<file path="src/rtl/riscv_pkg.sv">
// Shared RV32 memory-stage encodings: load/store size/sign fields, access sizes,
// memory-stage FSM states and the alignment rule used by the memory unit.
package riscv_pkg;

  localparam logic [2:0] F3_LB  = 3'b000;
  localparam logic [2:0] F3_LH  = 3'b001;
  localparam logic [2:0] F3_LW  = 3'b010;
  localparam logic [2:0] F3_LBU = 3'b100;
  localparam logic [2:0] F3_LHU = 3'b101;

  localparam logic [1:0] SZ_BYTE = 2'b00;
  localparam logic [1:0] SZ_HALF = 2'b01;
  localparam logic [1:0] SZ_WORD = 2'b10;

  typedef enum logic {
    ME_IDLE = 1'b0,
    ME_WAIT = 1'b1
  } me_state_e;

  // Bytes are never misaligned; halfwords need addr[0]=0, words addr[1:0]=0.
  function automatic logic is_misaligned(input logic [1:0] size, input logic [1:0] addr);
    logic mis;
    mis = 1'b0;
    if (size == SZ_HALF) mis = addr[0];
    else if (size == SZ_WORD) mis = |addr;
    return mis;
  endfunction

endpackage

</file>
<file path="src/rtl/load_align.sv">
// Load lane extraction: selects the byte/halfword addressed within the
// returned word and sign- or zero-extends it according to funct3.
module load_align
  import riscv_pkg::*;
(
  input  logic [1:0]  addr_i,
  input  logic [2:0]  funct3_i,
  input  logic [31:0] rdata_i,
  output logic [31:0] result_o
);

  logic [7:0]  byte_sel;
  logic [15:0] half_sel;

  always_comb begin
    case (addr_i)
      2'd0:    byte_sel = rdata_i[7:0];
      2'd1:    byte_sel = rdata_i[15:8];
      2'd2:    byte_sel = rdata_i[23:16];
      default: byte_sel = rdata_i[31:24];
    endcase
    half_sel = addr_i[1] ? rdata_i[31:16] : rdata_i[15:0];

    case (funct3_i)
      F3_LB:   result_o = {{24{byte_sel[7]}}, byte_sel};
      F3_LH:   result_o = {{16{half_sel[15]}}, half_sel};
      F3_LBU:  result_o = {24'h0, byte_sel};
      F3_LHU:  result_o = {16'h0, half_sel};
      F3_LW:   result_o = rdata_i;
      default: result_o = rdata_i;
    endcase
  end

endmodule

</file>
<file path="src/rtl/memory_unit.sv">
// Pipeline memory stage: issues data-memory requests, stalls the pipe while
// the memory is busy, formats store/load data and registers the ME/WB stage.
module memory_unit
  import riscv_pkg::*;
(
  input  logic        clk,
  input  logic        reset,
  input  logic        EX_ME_valid,
  input  logic [31:0] EX_ME_ALU_result,
  input  logic [31:0] EX_ME_rs2_data,
  input  logic [4:0]  EX_ME_rd,
  input  logic        EX_ME_RegWrite,
  input  logic        EX_ME_MemtoReg,
  input  logic        EX_ME_MemRead,
  input  logic        EX_ME_MemWrite,
  input  logic [2:0]  EX_ME_funct3,
  input  logic        dmem_ready,
  input  logic [31:0] dmem_rdata,
  output logic        dmem_req,
  output logic        dmem_we,
  output logic [31:0] dmem_addr,
  output logic [31:0] dmem_wdata,
  output logic [3:0]  dmem_wstrb,
  output logic        ME_stall,
  output logic        ME_misaligned,
  output logic [31:0] ME_WB_data,
  output logic [31:0] ME_WB_ALU_result,
  output logic [4:0]  ME_WB_rd,
  output logic        ME_WB_RegWrite,
  output logic        ME_WB_MemtoReg,
  output logic [15:0] ME_stall_count
);

  me_state_e   state_q, state_d;
  logic [31:0] addr_q, addr_d;
  logic [31:0] wdata_q, wdata_d;
  logic [3:0]  wstrb_q, wstrb_d;
  logic        we_q, we_d;
  logic [2:0]  funct3_q, funct3_d;
  logic [4:0]  rd_q, rd_d;
  logic        regwrite_q, regwrite_d;
  logic        memtoreg_q, memtoreg_d;

  logic [31:0] wb_data_q, wb_data_d;
  logic [31:0] wb_alu_q, wb_alu_d;
  logic [4:0]  wb_rd_q, wb_rd_d;
  logic        wb_regwrite_q, wb_regwrite_d;
  logic        wb_memtoreg_q, wb_memtoreg_d;
  logic [15:0] stall_cnt_q, stall_cnt_d;

  logic        in_wait, mem_op, misaligned_op, aligned_op;
  logic [31:0] st_wdata;
  logic [3:0]  st_wstrb;
  logic [31:0] act_addr, act_wdata;
  logic [3:0]  act_wstrb;
  logic        act_we, act_load, act_regwrite, act_memtoreg;
  logic [2:0]  act_funct3;
  logic [4:0]  act_rd;
  logic [31:0] load_result;
  logic        wb_update;

  assign in_wait       = (state_q == ME_WAIT);
  assign mem_op        = EX_ME_valid & (EX_ME_MemRead | EX_ME_MemWrite);
  assign misaligned_op = mem_op & is_misaligned(EX_ME_funct3[1:0], EX_ME_ALU_result[1:0]);
  assign aligned_op    = mem_op & ~misaligned_op;

  // Store data is replicated across lanes so the strobe alone picks the bytes.
  always_comb begin
    case (EX_ME_funct3[1:0])
      SZ_BYTE: begin
        st_wdata = {4{EX_ME_rs2_data[7:0]}};
        st_wstrb = 4'b0001 << EX_ME_ALU_result[1:0];
      end
      SZ_HALF: begin
        st_wdata = {2{EX_ME_rs2_data[15:0]}};
        st_wstrb = EX_ME_ALU_result[1] ? 4'b1100 : 4'b0011;
      end
      default: begin
        st_wdata = EX_ME_rs2_data;
        st_wstrb = 4'b1111;
      end
    endcase
    if (!EX_ME_MemWrite) st_wstrb = 4'b0000;
  end

  // In WAIT the upstream inputs are don't-care, so everything comes from holding regs.
  assign act_addr     = in_wait ? addr_q     : EX_ME_ALU_result;
  assign act_we       = in_wait ? we_q       : EX_ME_MemWrite;
  assign act_wdata    = in_wait ? wdata_q    : st_wdata;
  assign act_wstrb    = in_wait ? wstrb_q    : st_wstrb;
  assign act_funct3   = in_wait ? funct3_q   : EX_ME_funct3;
  assign act_rd       = in_wait ? rd_q       : EX_ME_rd;
  assign act_regwrite = in_wait ? regwrite_q : EX_ME_RegWrite;
  assign act_memtoreg = in_wait ? memtoreg_q : EX_ME_MemtoReg;
  assign act_load     = in_wait ? ~we_q      : (EX_ME_valid & EX_ME_MemRead);

  assign dmem_req      = reset & (in_wait | aligned_op);
  assign dmem_we       = act_we;
  assign dmem_addr     = {act_addr[31:2], 2'b00};
  assign dmem_wdata    = act_wdata;
  assign dmem_wstrb    = act_wstrb;
  assign ME_stall      = dmem_req & ~dmem_ready;
  assign ME_misaligned = reset & ~in_wait & misaligned_op;

  load_align u_load_align (
    .addr_i   (act_addr[1:0]),
    .funct3_i (act_funct3),
    .rdata_i  (dmem_rdata),
    .result_o (load_result)
  );

  always_comb begin
    state_d    = state_q;
    addr_d     = addr_q;
    we_d       = we_q;
    wdata_d    = wdata_q;
    wstrb_d    = wstrb_q;
    funct3_d   = funct3_q;
    rd_d       = rd_q;
    regwrite_d = regwrite_q;
    memtoreg_d = memtoreg_q;
    case (state_q)
      ME_IDLE: begin
        if (aligned_op && !dmem_ready) begin
          state_d    = ME_WAIT;
          addr_d     = EX_ME_ALU_result;
          we_d       = EX_ME_MemWrite;
          wdata_d    = st_wdata;
          wstrb_d    = st_wstrb;
          funct3_d   = EX_ME_funct3;
          rd_d       = EX_ME_rd;
          regwrite_d = EX_ME_RegWrite;
          memtoreg_d = EX_ME_MemtoReg;
        end
      end
      ME_WAIT: begin
        if (dmem_ready) state_d = ME_IDLE;
      end
      default: state_d = ME_IDLE;
    endcase
  end

  // Stalls and dropped/absent instructions insert a bubble; other fields hold.
  assign wb_update = ~ME_stall & (in_wait | (EX_ME_valid & ~misaligned_op));

  always_comb begin
    wb_data_d     = wb_data_q;
    wb_alu_d      = wb_alu_q;
    wb_rd_d       = wb_rd_q;
    wb_regwrite_d = 1'b0;
    wb_memtoreg_d = 1'b0;
    if (wb_update) begin
      wb_alu_d      = act_addr;
      wb_rd_d       = act_rd;
      wb_regwrite_d = act_regwrite;
      wb_memtoreg_d = act_memtoreg;
      if (act_load) wb_data_d = load_result;
    end
    stall_cnt_d = stall_cnt_q;
    if (ME_stall && stall_cnt_q != 16'hFFFF) stall_cnt_d = stall_cnt_q + 16'd1;
  end

  always_ff @(posedge clk or negedge reset) begin
    if (!reset) begin
      state_q       <= ME_IDLE;
      addr_q        <= '0;
      we_q          <= 1'b0;
      wdata_q       <= '0;
      wstrb_q       <= '0;
      funct3_q      <= '0;
      rd_q          <= '0;
      regwrite_q    <= 1'b0;
      memtoreg_q    <= 1'b0;
      wb_data_q     <= '0;
      wb_alu_q      <= '0;
      wb_rd_q       <= '0;
      wb_regwrite_q <= 1'b0;
      wb_memtoreg_q <= 1'b0;
      stall_cnt_q   <= '0;
    end else begin
      state_q       <= state_d;
      addr_q        <= addr_d;
      we_q          <= we_d;
      wdata_q       <= wdata_d;
      wstrb_q       <= wstrb_d;
      funct3_q      <= funct3_d;
      rd_q          <= rd_d;
      regwrite_q    <= regwrite_d;
      memtoreg_q    <= memtoreg_d;
      wb_data_q     <= wb_data_d;
      wb_alu_q      <= wb_alu_d;
      wb_rd_q       <= wb_rd_d;
      wb_regwrite_q <= wb_regwrite_d;
      wb_memtoreg_q <= wb_memtoreg_d;
      stall_cnt_q   <= stall_cnt_d;
    end
  end

  assign ME_WB_data       = wb_data_q;
  assign ME_WB_ALU_result = wb_alu_q;
  assign ME_WB_rd         = wb_rd_q;
  assign ME_WB_RegWrite   = wb_regwrite_q;
  assign ME_WB_MemtoReg   = wb_memtoreg_q;
  assign ME_stall_count   = stall_cnt_q;

endmodule

</file>
<file path="config.mk">
export PLATFORM = sky130hd
export DESIGN_NAME = memory_unit
export DESIGN_NICKNAME = d
export VERILOG_FILES = /design/src/rtl/riscv_pkg.sv /design/src/rtl/load_align.sv /design/src/rtl/memory_unit.sv
export SDC_FILE = /design/constraint.sdc
export NUM_CORES = 1
export LEC_CHECK = 0
export CAP_MARGIN = 20
export CORE_ASPECT_RATIO = 0.7
export CORE_MARGIN = 5
export CORE_UTILIZATION = 43
export DETAILED_ROUTE_END_ITERATION = 6
export PLACE_DENSITY_LB_ADDON = 0.05
export SKIP_CTS_REPAIR_TIMING = 1
export SLEW_MARGIN = 20
export SYNTH_ARGS = -nofsm -noshare
export SYNTH_HDL_FRONTEND = slang
export SYNTH_SLANG_ARGS = --single-unit
</file>
<file path="constraint.sdc">
create_clock -name clk -period 2.2 [get_ports clk]
set_input_delay 0.55 -clock clk [delete_from_list [all_inputs] [get_ports clk]]
set_output_delay 0.55 -clock clk [all_outputs]
set_load 0.02 [all_outputs]
</file>
==> flow_summary_export.csv <==
group,metric,value,unit
cells_and_area,drive_above_1_share,39.3,%
place,dpl.cell_count,1293,
cts,path_clk_slew,0.07,ns
cells_and_area,syn_to_final_growth,49.4,%
synth,synth_area_leader_cell,"dfrtp_1",
cts,cts_tree,"built",
cells_and_area,fin_nets,1170,
grt,grt_pass1_wl,38.6,mm
synth,synthArstFlopShare,100,%
synth,syn_inst,754,
timing,slew_headroom,35.6,%
grt,gr-usage-all-layers,21.2,%
cells_and_area,layout_commonest_cell,"clkdlybuf4s50_1",
run,max_cap_viol_count,0,
die,rows,43,
power_and_ir_drop,ir_drop,0.000516,V
worst_setup_path,cp.depth,5,
cts,cts-buffers-inserted,17,
detailed_routing,ant_nets,0,
outcome,violations,"negative setup slack",
detailed_routing,drt_pass1_iterations,5,
place,io_buffers,268,
timing,fmax,427,MHz
synth,ys_seq_area_share,48.9,%
die,dieArea,22800,um^2
detailed_routing,vias_per_cell,5.13,
timing,holdWs,0.108,ns
power_and_ir_drop,power_leakage,5.69,nW
worst_setup_path,start_kind,"register",
worst_setup_path,cpLargestDelayFamily,"flip-flops",
grt,grt_overflow,0,
worst_setup_path,crit_start,"in_wait",
power_and_ir_drop,p_clk_share,26.8,%
worst_setup_path,cp.arrival,1.79,ns
power_and_ir_drop,sw_frac_of_total,32.6,%
synth,ys_ff_latch,167,
grt,grt_max_degree,78,
worst_setup_path,crit_buf_inv,4,
timing,tightest_slew,0.966,ns
worst_setup_path,critPathMaxStageDelay,0.53,ns
cells_and_area,fin_area,12800,um^2
detailed_routing,via_count,6871,
place,gp_congestion,0.856,
grt,antenna_found_initial,0,
worst_setup_path,r2r_start,"in_wait",
worst_setup_path,crit_required,1.65,ns
die,io_pins,271,
timing,rsz0062_at_grt,"true",
timing,fin_ws,-0.145,ns
cts,cts_max_path_buffers,2,
cells_and_area,final_cell_mix,"179 x clkdlybuf4s50_1, 166 x dfrtp_1, 154 x mux2_2",
cts,insertion_delay,0.43,ns
timing,skew,0.00889,ns
synth,syn_area,8540,um^2
timing,final_max_slew_viol_count,0,
place,place_hpwl,18.3,mm
min_path,hold_class,"in2async",
worst_setup_path,cp_slowest_cell,"dfrtp_4",
power_and_ir_drop,p_int,7.94,mW
worst_setup_path,cpMostUsedCell,"buf_6",
synth,synth-edff-count,0,
worst_setup_path,critical_path.max_fanout,8,
synth,yosysWarnings,0,
synth,ys.flop_type,"dfrtp_1",
timing,finalHoldViolCount,0,
timing,finalCriticalPeriod,2.34,ns
detailed_routing,drt_iter0_markers,313,
die,start_util,43.4,%
outcome,status,"complete, but fails checks",
die,core-area,19700,um^2
cts,numClockSinks,167,
worst_setup_path,crit_chain,"buf_6 -> inv_8 -> clkbuf_16 -> mux2_4 -> buf_6",
cells_and_area,antennaDiodeCount,0,
worst_setup_path,reg2reg_depth,8,
synth,synth.distinct_cells,53,
die,die_w,178,um
place,dpl_cell_area,11800,um^2
detailed_routing,wl,25.1,mm
synth,postSynthAreaPerCell,11.3,um^2
power_and_ir_drop,seqPwrFrac,36.9,%
timing,finalCritPeriodShare,107,%
detailed_routing,wire_per_inst,18.7,um
timing,setup_violations,61,
cells_and_area,final_cells,1340,
detailed_routing,drc,0,
synth,ys_top_cells_by_area,"dfrtp_1 49%, mux2_2 23%, o21ai_0 3.4%",
worst_setup_path,path_class,"reg2out",
worst_setup_path,worstSetupEndpointType,"output port",
power_and_ir_drop,p_sw,3.84,mW
power_and_ir_drop,cellPowerDensity,923,nW/um^2
cts,cts-root-buf,"clkbuf_16",
place,post-place-ws,-0.957,ns
synth,synth_top_area_share,48.9,%
cts,cts_max_level,4,
grt,grt_pass1_vias,7184,
cells_and_area,fin_util,64.8,%
die,chipHeight,128,um
power_and_ir_drop,p_comb_share,36.3,%
[kinds of logic after synthesis]
kind of cell               Yosys count  synth area share [%]
AOI/OAI and AO/OA                  127                  9.02
adders and majority gates            1                 0.146
xor gates and xnor gates            14                  1.44
other                                1                0.0439
buffers and inverters               83                  5.80
DFF                                167                  48.9
and+or+nand+nor                    162                  8.63
muxes                              199                  26.0
[per-stage QoR]
| stage | total power [mW] | TNS (ns) |
|---|---|---|
| 2_1_floorplan | 6.57 | 0 |
| 3_3_place_gp | 8.46 | -118.04 |
| 3_5_place_dp | 8.58 | -121.99 |
| 4_1_cts | 11.8 | -68.31 |
| 5_1_grt | 12.4 | -9.75 |
| 6_report | 11.8 | -6.39 |
[cell type report]
| type | instances | area, um^2 |
|---|---|---|
| clock buffers | 19 | 453 |
| repair buffers | 361 | 3450 |
| fillers | 1587 | 6930 |
| clock inverters | 13 | 171 |
| flip-flops and latches | 167 | 4180 |
| inverters | 5 | 26.3 |
| well taps | 270 | 338 |
| multi-input cells | 505 | 4140 |
[cell usage after synthesis (10+ instances only)]
| cell type | instances |
|---|---|
| a21oi_1 | 36 |
| buf_2 | 24 |
| buf_4 | 37 |
| clkbuf_1 | 13 |
| dfrtp_1 | 167 |
| mux2_2 | 171 |
| mux2i_1 | 26 |
| nand2_1 | 71 |
| nor2_1 | 41 |
| nor3_1 | 10 |
| o21ai_0 | 58 |
| xnor2_1 | 12 |
[worst reg2reg max path, cell delays in order, from the launching register on]
cell and delay [ns]:
dfrtp_4 0.48, buf_4 0.22, mux2i_2 0.27, buf_4 0.18, buf_4 0.18, mux2i_1 0.33, o21ai_0 0.14, o22ai_1 0.12
o21ai_0 0.10
[routing by layer]
| metal | track usage (%) | vias to the layer above | wire (um) |
|---|---|---|---|
| li1 | - | 3240 | - |
| met1 | 28.8 | 3374 | 11000 |
| met2 | 33.1 | 227 | 11800 |
| met3 | 7.25 | 30 | 2000 |
| met4 | 5.10 | 0 | 285 |
| met5 | 0 | - | 0 |
[registers in the layout, summed over array words and instances (netlist names)]
signal / flops
ME_WB_MemtoReg: 1
regwrite_q: 1
wstrb_q: 4
ME_WB_rd: 5
rd_q: 5
ME_WB_data: 32
addr_q: 32
we_q: 1
in_wait: 1
funct3_q: 3
memtoreg_q: 1
ME_stall_count: 16
wdata_q: 32
ME_WB_RegWrite: 1
ME_WB_ALU_result: 32
[power groups by stage]
stage	Clock (mW)	Sequential (mW)	Combinational, mW
final	3.16	4.34	4.28
after global routing	3.36	4.44	4.58
after CTS	3.21	4.33	4.22
after detailed placement	0	4.38	4.20
after global placement	0	4.33	4.13
after floorplan	0	4.84	1.73
[path summary, 6_finish.rpt]
path                                  endpoint  slack, ns
worst max-delay path            dmem_wdata[20]      -0.14
worst min-delay path               wdata_q[14]       0.11
worst max register to register  ME_WB_data[13]       0.06
worst min register to register     wdata_q[26]       0.48
max in group asynchronous           addr_q[26]       0.89
min in group clk                   wdata_q[26]       0.48
Note: power is estimated with default switching activity, not from simulation.
